==> config.mk <==
export PLATFORM = sky130hd
export DESIGN_NAME = lstm_cell_step_ctrl_flat
export DESIGN_NICKNAME = d
export VERILOG_FILES = /design/src/rtl/lstm_ctrl_pkg.sv /design/src/rtl/lstm_cell_step_ctrl_if.sv /design/src/rtl/lstm_cell_step_ctrl_wr_pipe.sv /design/src/rtl/lstm_cell_step_ctrl.sv /design/src/flat_wrapper.sv
export SDC_FILE = /design/constraint.sdc
export NUM_CORES = 1
export LEC_CHECK = 0
export CAP_MARGIN = 30
export CORE_UTILIZATION = 44
export DETAILED_ROUTE_END_ITERATION = 10
export GPL_ROUTABILITY_DRIVEN = 1
export PLACE_DENSITY_LB_ADDON = 0.15
export SKIP_CTS_REPAIR_TIMING = 1
export SLEW_MARGIN = 20
export SYNTH_ARGS = -nofsm -noshare
export SYNTH_HDL_FRONTEND = slang
export SYNTH_SLANG_ARGS = --single-unit
==> constraint.sdc <==
create_clock -name clk -period 3.85 [get_ports clk]
set_clock_uncertainty 0.15 [all_clocks]
set_input_delay 0.5775 -clock clk [delete_from_list [all_inputs] [get_ports clk]]
set_output_delay 0.5775 -clock clk [all_outputs]
set_load 0.01 [all_outputs]
==> src/rtl/lstm_ctrl_pkg.sv <==
// Shared state type and default sizing for the LSTM cell/hidden-state memory pass.
// SEQ_STOP is the total address span covered by one full sequence.
package lstm_ctrl_pkg;

   typedef enum logic [2:0] {
      IDLE,
      RUN,
      DRAIN,
      STEP,
      DONE
   } ctrl_state_t;

   localparam int N_HIDDEN   = 53;
   localparam int TIMESTEP   = 7;
   localparam int ADDR_WIDTH = 12;
   localparam int DELAY      = 1;
   localparam int SEQ_STOP   = TIMESTEP * N_HIDDEN;

endpackage

==> src/rtl/lstm_cell_step_ctrl_if.sv <==
// Scheduler/memory-side bundle of the step controller: handshake, stall,
// read strobes with cell/hidden addresses, and the cell-state write-back.
interface lstm_cell_step_ctrl_if #(
   parameter int ADDR_WIDTH = 12
);

   logic                  start;
   logic                  stall;
   logic                  busy;
   logic                  done;
   logic                  rd_en;
   logic [ADDR_WIDTH-1:0] rd_addr_c;
   logic [ADDR_WIDTH-1:0] rd_addr_h;
   logic                  h_zero;
   logic                  wr_en;
   logic [ADDR_WIDTH-1:0] wr_addr;
   logic [7:0]            step_idx;

   modport slave (
      input  start,
      input  stall,
      output busy,
      output done,
      output rd_en,
      output rd_addr_c,
      output rd_addr_h,
      output h_zero,
      output wr_en,
      output wr_addr,
      output step_idx
   );

   modport master (
      output start,
      output stall,
      input  busy,
      input  done,
      input  rd_en,
      input  rd_addr_c,
      input  rd_addr_h,
      input  h_zero,
      input  wr_en,
      input  wr_addr,
      input  step_idx
   );

endinterface

==> src/rtl/lstm_cell_step_ctrl_wr_pipe.sv <==
// DEPTH-deep {valid, addr} shift register that matches the datapath latency
// between a read and its write-back; it only moves when advance is high.
module step_wr_pipe #(
   parameter int DEPTH      = 1,
   parameter int ADDR_WIDTH = 12
) (
   input  logic                  clk,
   input  logic                  rst,
   input  logic                  advance,
   input  logic                  push,
   input  logic [ADDR_WIDTH-1:0] addr,
   output logic                  tail_valid,
   output logic [ADDR_WIDTH-1:0] tail_addr
);

   genvar gi;
   generate
      for (gi = 0; gi < DEPTH; gi++) begin : g_stage
         logic                  in_valid;
         logic [ADDR_WIDTH-1:0] in_addr;
         logic                  valid_reg;
         logic [ADDR_WIDTH-1:0] addr_reg;

         if (gi == 0) begin : g_head
            assign in_valid = push;
            assign in_addr  = addr;
         end else begin : g_body
            assign in_valid = g_stage[gi-1].valid_reg;
            assign in_addr  = g_stage[gi-1].addr_reg;
         end

         // Bubbles leave the address untouched so the tail keeps the last real write address.
         always_ff @(posedge clk) begin
            if (rst) begin
               valid_reg <= 1'b0;
               addr_reg  <= '0;
            end else if (advance) begin
               valid_reg <= in_valid;
               if (in_valid) begin
                  addr_reg <= in_addr;
               end
            end
         end
      end
   endgenerate

   assign tail_valid = g_stage[DEPTH-1].valid_reg;
   assign tail_addr  = g_stage[DEPTH-1].addr_reg;

endmodule

==> src/rtl/lstm_cell_step_ctrl.sv <==
// Walks every hidden unit of every timestep, issuing cell/hidden-state reads
// and the delayed cell-state write-back, with a start/busy/done handshake.
module lstm_cell_step_ctrl #(
   parameter int ADDR_WIDTH = lstm_ctrl_pkg::ADDR_WIDTH,
   parameter int N_HIDDEN   = lstm_ctrl_pkg::N_HIDDEN,
   parameter int TIMESTEP   = lstm_ctrl_pkg::TIMESTEP,
   parameter int DELAY      = lstm_ctrl_pkg::DELAY
) (
   input  logic                 clk,
   input  logic                 rst,
   lstm_cell_step_ctrl_if.slave bus
);

   import lstm_ctrl_pkg::ctrl_state_t;
   import lstm_ctrl_pkg::IDLE;
   import lstm_ctrl_pkg::RUN;
   import lstm_ctrl_pkg::DRAIN;
   import lstm_ctrl_pkg::STEP;
   import lstm_ctrl_pkg::DONE;

   localparam logic [ADDR_WIDTH-1:0] LAST_ROW   = ADDR_WIDTH'(N_HIDDEN - 1);
   localparam logic [ADDR_WIDTH-1:0] ROW_STRIDE = ADDR_WIDTH'(N_HIDDEN);
   localparam logic [7:0]            LAST_STEP  = 8'(TIMESTEP - 1);
   localparam logic [3:0]            LAST_DRAIN = 4'(DELAY - 1);

   ctrl_state_t           state_reg, state_next;
   logic [ADDR_WIDTH-1:0] row_reg, row_next;
   logic [ADDR_WIDTH-1:0] base_reg, base_next;
   logic [7:0]            step_reg, step_next;
   logic [3:0]            drain_reg, drain_next;

   logic                  push;
   logic                  tail_valid;
   logic [ADDR_WIDTH-1:0] tail_addr;
   logic [ADDR_WIDTH-1:0] rd_addr;

   always_ff @(posedge clk) begin
      if (rst) begin
         state_reg <= IDLE;
         row_reg   <= '0;
         base_reg  <= '0;
         step_reg  <= '0;
         drain_reg <= '0;
      end else begin
         state_reg <= state_next;
         row_reg   <= row_next;
         base_reg  <= base_next;
         step_reg  <= step_next;
         drain_reg <= drain_next;
      end
   end

   always_comb begin
      state_next = state_reg;
      row_next   = row_reg;
      base_next  = base_reg;
      step_next  = step_reg;
      drain_next = drain_reg;
      push       = 1'b0;
      case (state_reg)
         IDLE: begin
            if (bus.start) begin
               state_next = RUN;
               row_next   = '0;
               base_next  = '0;
               step_next  = '0;
               drain_next = '0;
            end
         end
         RUN: begin
            if (!bus.stall) begin
               push = 1'b1;
               if (row_reg == LAST_ROW) begin
                  state_next = DRAIN;
                  row_next   = '0;
                  drain_next = '0;
               end else begin
                  row_next = row_reg + 1'b1;
               end
            end
         end
         DRAIN: begin
            // DELAY unstalled cycles flush the last row's write out of the pipe.
            if (!bus.stall) begin
               if (drain_reg == LAST_DRAIN) begin
                  state_next = (step_reg == LAST_STEP) ? DONE : STEP;
                  drain_next = '0;
               end else begin
                  drain_next = drain_reg + 1'b1;
               end
            end
         end
         STEP: begin
            base_next  = base_reg + ROW_STRIDE;
            step_next  = step_reg + 1'b1;
            state_next = RUN;
         end
         DONE: begin
            state_next = IDLE;
         end
         default: begin
            state_next = IDLE;
         end
      endcase
   end

   step_wr_pipe #(
      .DEPTH      (DELAY),
      .ADDR_WIDTH (ADDR_WIDTH)
   ) u_wr_pipe (
      .clk        (clk),
      .rst        (rst),
      .advance    (~bus.stall),
      .push       (push),
      .addr       (rd_addr),
      .tail_valid (tail_valid),
      .tail_addr  (tail_addr)
   );

   assign rd_addr       = base_reg + row_reg;

   assign bus.busy      = (state_reg != IDLE);
   assign bus.done      = (state_reg == DONE);
   assign bus.rd_en     = (state_reg == RUN) & ~bus.stall;
   assign bus.rd_addr_c = rd_addr;
   // Step 0 has no previous hidden state; the datapath substitutes zero.
   assign bus.rd_addr_h = (step_reg == 8'd0) ? '0 : (rd_addr - ROW_STRIDE);
   assign bus.h_zero    = (state_reg != IDLE) && (step_reg == 8'd0);
   assign bus.wr_en     = tail_valid & ~bus.stall;
   assign bus.wr_addr   = tail_addr;
   assign bus.step_idx  = step_reg;

endmodule

==> src/flat_wrapper.sv <==
// flat-port wrapper written by rule: the top's interface ports become plain ports
module lstm_cell_step_ctrl_flat import lstm_ctrl_pkg::ctrl_state_t; import lstm_ctrl_pkg::IDLE; import lstm_ctrl_pkg::RUN; import lstm_ctrl_pkg::DRAIN; import lstm_ctrl_pkg::STEP; import lstm_ctrl_pkg::DONE;
#(
   parameter int ADDR_WIDTH = lstm_ctrl_pkg::ADDR_WIDTH,
   parameter int N_HIDDEN   = lstm_ctrl_pkg::N_HIDDEN,
   parameter int TIMESTEP   = lstm_ctrl_pkg::TIMESTEP,
   parameter int DELAY      = lstm_ctrl_pkg::DELAY
)
  (clk, rst, bus_start, bus_stall, bus_busy, bus_done, bus_rd_en, bus_rd_addr_c, bus_rd_addr_h, bus_h_zero, bus_wr_en, bus_wr_addr, bus_step_idx);
  lstm_cell_step_ctrl_if #(.ADDR_WIDTH(ADDR_WIDTH)) bus_i ();
  input  logic clk;
  input  logic rst;
  input wire logic [$bits(bus_i.start)-1:0] bus_start;
  input wire logic [$bits(bus_i.stall)-1:0] bus_stall;
  output wire logic [$bits(bus_i.busy)-1:0] bus_busy;
  output wire logic [$bits(bus_i.done)-1:0] bus_done;
  output wire logic [$bits(bus_i.rd_en)-1:0] bus_rd_en;
  output wire logic [$bits(bus_i.rd_addr_c)-1:0] bus_rd_addr_c;
  output wire logic [$bits(bus_i.rd_addr_h)-1:0] bus_rd_addr_h;
  output wire logic [$bits(bus_i.h_zero)-1:0] bus_h_zero;
  output wire logic [$bits(bus_i.wr_en)-1:0] bus_wr_en;
  output wire logic [$bits(bus_i.wr_addr)-1:0] bus_wr_addr;
  output wire logic [$bits(bus_i.step_idx)-1:0] bus_step_idx;
  assign bus_i.start = bus_start;
  assign bus_i.stall = bus_stall;
  assign bus_busy = bus_i.busy;
  assign bus_done = bus_i.done;
  assign bus_rd_en = bus_i.rd_en;
  assign bus_rd_addr_c = bus_i.rd_addr_c;
  assign bus_rd_addr_h = bus_i.rd_addr_h;
  assign bus_h_zero = bus_i.h_zero;
  assign bus_wr_en = bus_i.wr_en;
  assign bus_wr_addr = bus_i.wr_addr;
  assign bus_step_idx = bus_i.step_idx;
  lstm_cell_step_ctrl #(.ADDR_WIDTH(ADDR_WIDTH), .N_HIDDEN(N_HIDDEN), .TIMESTEP(TIMESTEP), .DELAY(DELAY)) u_core (.clk(clk), .rst(rst), .bus(bus_i));
endmodule
==> metrics.yaml <==
critical_path:
  cp_data_required_time_ns: 3.12
  crit_buf_inv: 3
  reg2reg_slack_ns: 1.17
  crit_path_end_kind: "output port"
  start_kind: "flop"
  regToRegStartpoint: "u_core.row_reg[0]$_SDFFE_PP0P_"
  reg2reg_depth: 9
  worstReg2RegEnd: "u_core.drain_reg[2]$_SDFFE_PP0P_"
  crit_chain: "ha_1, inv_1, fa_2, ha_1, inv_1, a221o_1, a21boi_2, and3b_1, nor4_2, xnor2_1, nor2_1, dlymetal6s2s_1"
  arrival_ns: 3.05
  slowest_stage: "fa_2"
  crit_cells: 12
  path_delay_family: "adder cells"
  crit_fanout: 3
  worstSetupPathType: "flop to output port"
  setup.worst_path.start: "u_core.base_reg[0]$_SDFFE_PP0P_"
  endpoint: "bus_rd_addr_h[10]"
  max_stage_delay_ns: 0.53
power_and_ir_drop:
  power_density_nw_per_um2: 287
  ir_drop_mv: 0.223
  power.leakage_uw: 0.00173
placement:
  postPlaceCellArea_um2: 4120
  dp_cells: 601
  dp_hpwl_um: 6200
  io_buffer_count: 52
  dp_slack_ns: 0.0416
  place_congestion: 0.809
synthesis:
  synth_seq_cells: 52
  async_reset_ff_share_pct: 0
  yosysMostFrequentCell: "nor2_1"
  syn_inst: 445
  synth_seq_area_share_pct: 30.9
  synth_edf_count: 0
  syn_area_um2: 3370
  synth_nets: 470
  synthTopCellsByCount: "nor2_1 (66), dfxtp_1 (52), a21oi_1 (50)"
  synth_top_area_share_pct: 30.9
  syn_area_per_cell_um2: 7.57
  synth-main-ff-cell: "dfxtp_1"
  yosys.area.top_type: "dfxtp_1"
  synthTopCellsByArea: "dfxtp_1 (31%), a21oi_1 (7.4%), ha_1 (7.4%)"
  ys_types: 59
  yosysWarnings: 0
finish:
  final_cells: 609
  finalInstanceArea_um2: 4270
  final_layout_size_suffix_gt1_share_pct: 9.80
  n_antenna_cell: 0
  fin_nets: 534
  syn2layout_area_growth_pct: 26.8
cts:
  cts_buffer_depth: 2
  clock_latency_ns: 0.31
  cts.sinks: 52
  clk_pin_slew_ns: 0.10
  cts_buffers: 5
  clockRootBuffer: "clkbuf_8"
  htree_levels: 2
  cts_tree: "done"
sta:
  rsz0062_at_grt: "true"
  drv_slew: 0
  fin_ws_ns: 0.0767
  fin_crit_sh_pct: 98.0
  layout_min_cycle_time_ns: 3.77
  setup_viol: 0
  relSlewSlack_pct: 57.9
  worst_slew_pin_slew_ns: 0.630
  fmax_mhz: 265
  tns_ns: 0
  finalHoldViolCount: 0
grt:
  grt_max_degree: 38
  grt_use_total_pct: 21.3
  first_global_vias: 2842
  grt_pass1_wl_um: 13400
  overflow: 0
  antenna_found_initial: 0
drt:
  drt_pass1_iterations: 4
  drcViolationCount: 0
  wirelength_um: 8400
  num_vias: 3297
  ant_nets: 0
  post_drt_via_cell_ratio: 5.41
  wl_per_cell_um: 13.8
  first_iter_violations: 133
floorplanning:
  chipHeight_um: 89.5
  io_pins: 53
  initial_core_util_pct: 45.9
  rows: 31
  fp.dieW_um: 89.5
  die_area_um2: 8010
  coreArea_um2: 7330
hold_path:
  hp-start: "u_core.u_wr_pipe.tail_valid$_SDFFE_PP0N_"
  hp-class: "flop to flop"
run_status:
  outcome: "finished, final reports clean"
job:
  drv_cap: 0
-- where the power goes --
part	switching (µW)	total, µW	internal, µW	leakage (µW)
Sequential	17.5	568	550	0.000420
Clock	198	395	196	0.0000548
Combinational	152	262	110	0.00126
Total	367	1220	857	0.00173
-- worst min path at each step --
stage,to,slack (ns),depth (start not counted)
5_1_grt,u_core.u_wr_pipe.tail_addr[10]$_SDFFE_PP0P_,0.33,2
2_1_floorplan,u_core.u_wr_pipe.tail_valid$_SDFFE_PP0N_,0.28,2
6_report,u_core.u_wr_pipe.tail_valid$_SDFFE_PP0N_,0.31,2
3_3_place_gp,u_core.u_wr_pipe.tail_valid$_SDFFE_PP0N_,0.29,2
3_5_place_dp,u_core.u_wr_pipe.tail_valid$_SDFFE_PP0N_,0.29,2
4_1_cts,u_core.u_wr_pipe.tail_valid$_SDFFE_PP0N_,0.31,2
-- worst reg2reg max path, stage by stage, from the launching register on --
cell,delay (ns)
dfxtp_1,0.33
buf_4,0.16
inv_1,0.06
ha_1,0.17
nor4b_2,0.26
a41oi_2,0.24
a2111o_1,0.51
nand3b_4,0.19
or3b_1,0.38
a21oi_1,0.15
-- kinds of logic after synthesis --
group	share of synthesized area, %
xor gates and xnor gates	5.20
buffers and inverters	4.50
DFF	30.9
adders and majority gates	8.03
and+or+nand+nor	28.8
AOI/OAI and AO/OA	20.7
muxes	1.90
-- per-layer routing --
| metal | global-route usage, % | routed length, µm | vias up |
|---|---|---|---|
| met1 | 28.5 | 3990 | 1539 |
| met2 | 36.6 | 4040 | 60 |
| li1 | - | - | 1691 |
| met5 | 0 | 0 | - |
| met3 | 2.59 | 286 | 7 |
| met4 | 5.19 | 77 | 0 |
-- stage by stage --
step	power (µW)	utilization, %	hold WS (ns)
2_1_floorplan	737	-	0.282
3_3_place_gp	839	56.2	0.287
3_5_place_dp	841	56.2	0.292
4_1_cts	1230	57.7	0.307
5_1_grt	1280	58.2	0.333
6_report	1220	58.2	0.308
-- cells in the final DEF (no fill, tap or decap), types with 9 or more instances in the layout --
| cell | n |
|---|---|
| nor2_1 | 66 |
| buf_4 | 22 |
| or3_1 | 9 |
| xor2_1 | 12 |
| dfxtp_1 | 51 |
| nand4_1 | 9 |
| inv_1 | 22 |
| nand2_1 | 49 |
| clkdlybuf4s50_1 | 47 |
| nand3_1 | 15 |
| nor3_1 | 11 |
| o21ai_0 | 16 |
| ha_1 | 19 |
| a21oi_1 | 48 |
-- cell type report --
| cell class | instances | area, µm² |
|---|---|---|
| clock inverter | 3 | 46.3 |
| multi-input combinational | 353 | 2200 |
| clock buffer | 5 | 68.8 |
| inverter | 23 | 86.3 |
| timing repair buffer | 74 | 698 |
| sequential | 52 | 1040 |
| tap | 99 | 124 |
| fill | 664 | 3060 |
No activity file was read; power rests on OpenSTA's default activity.
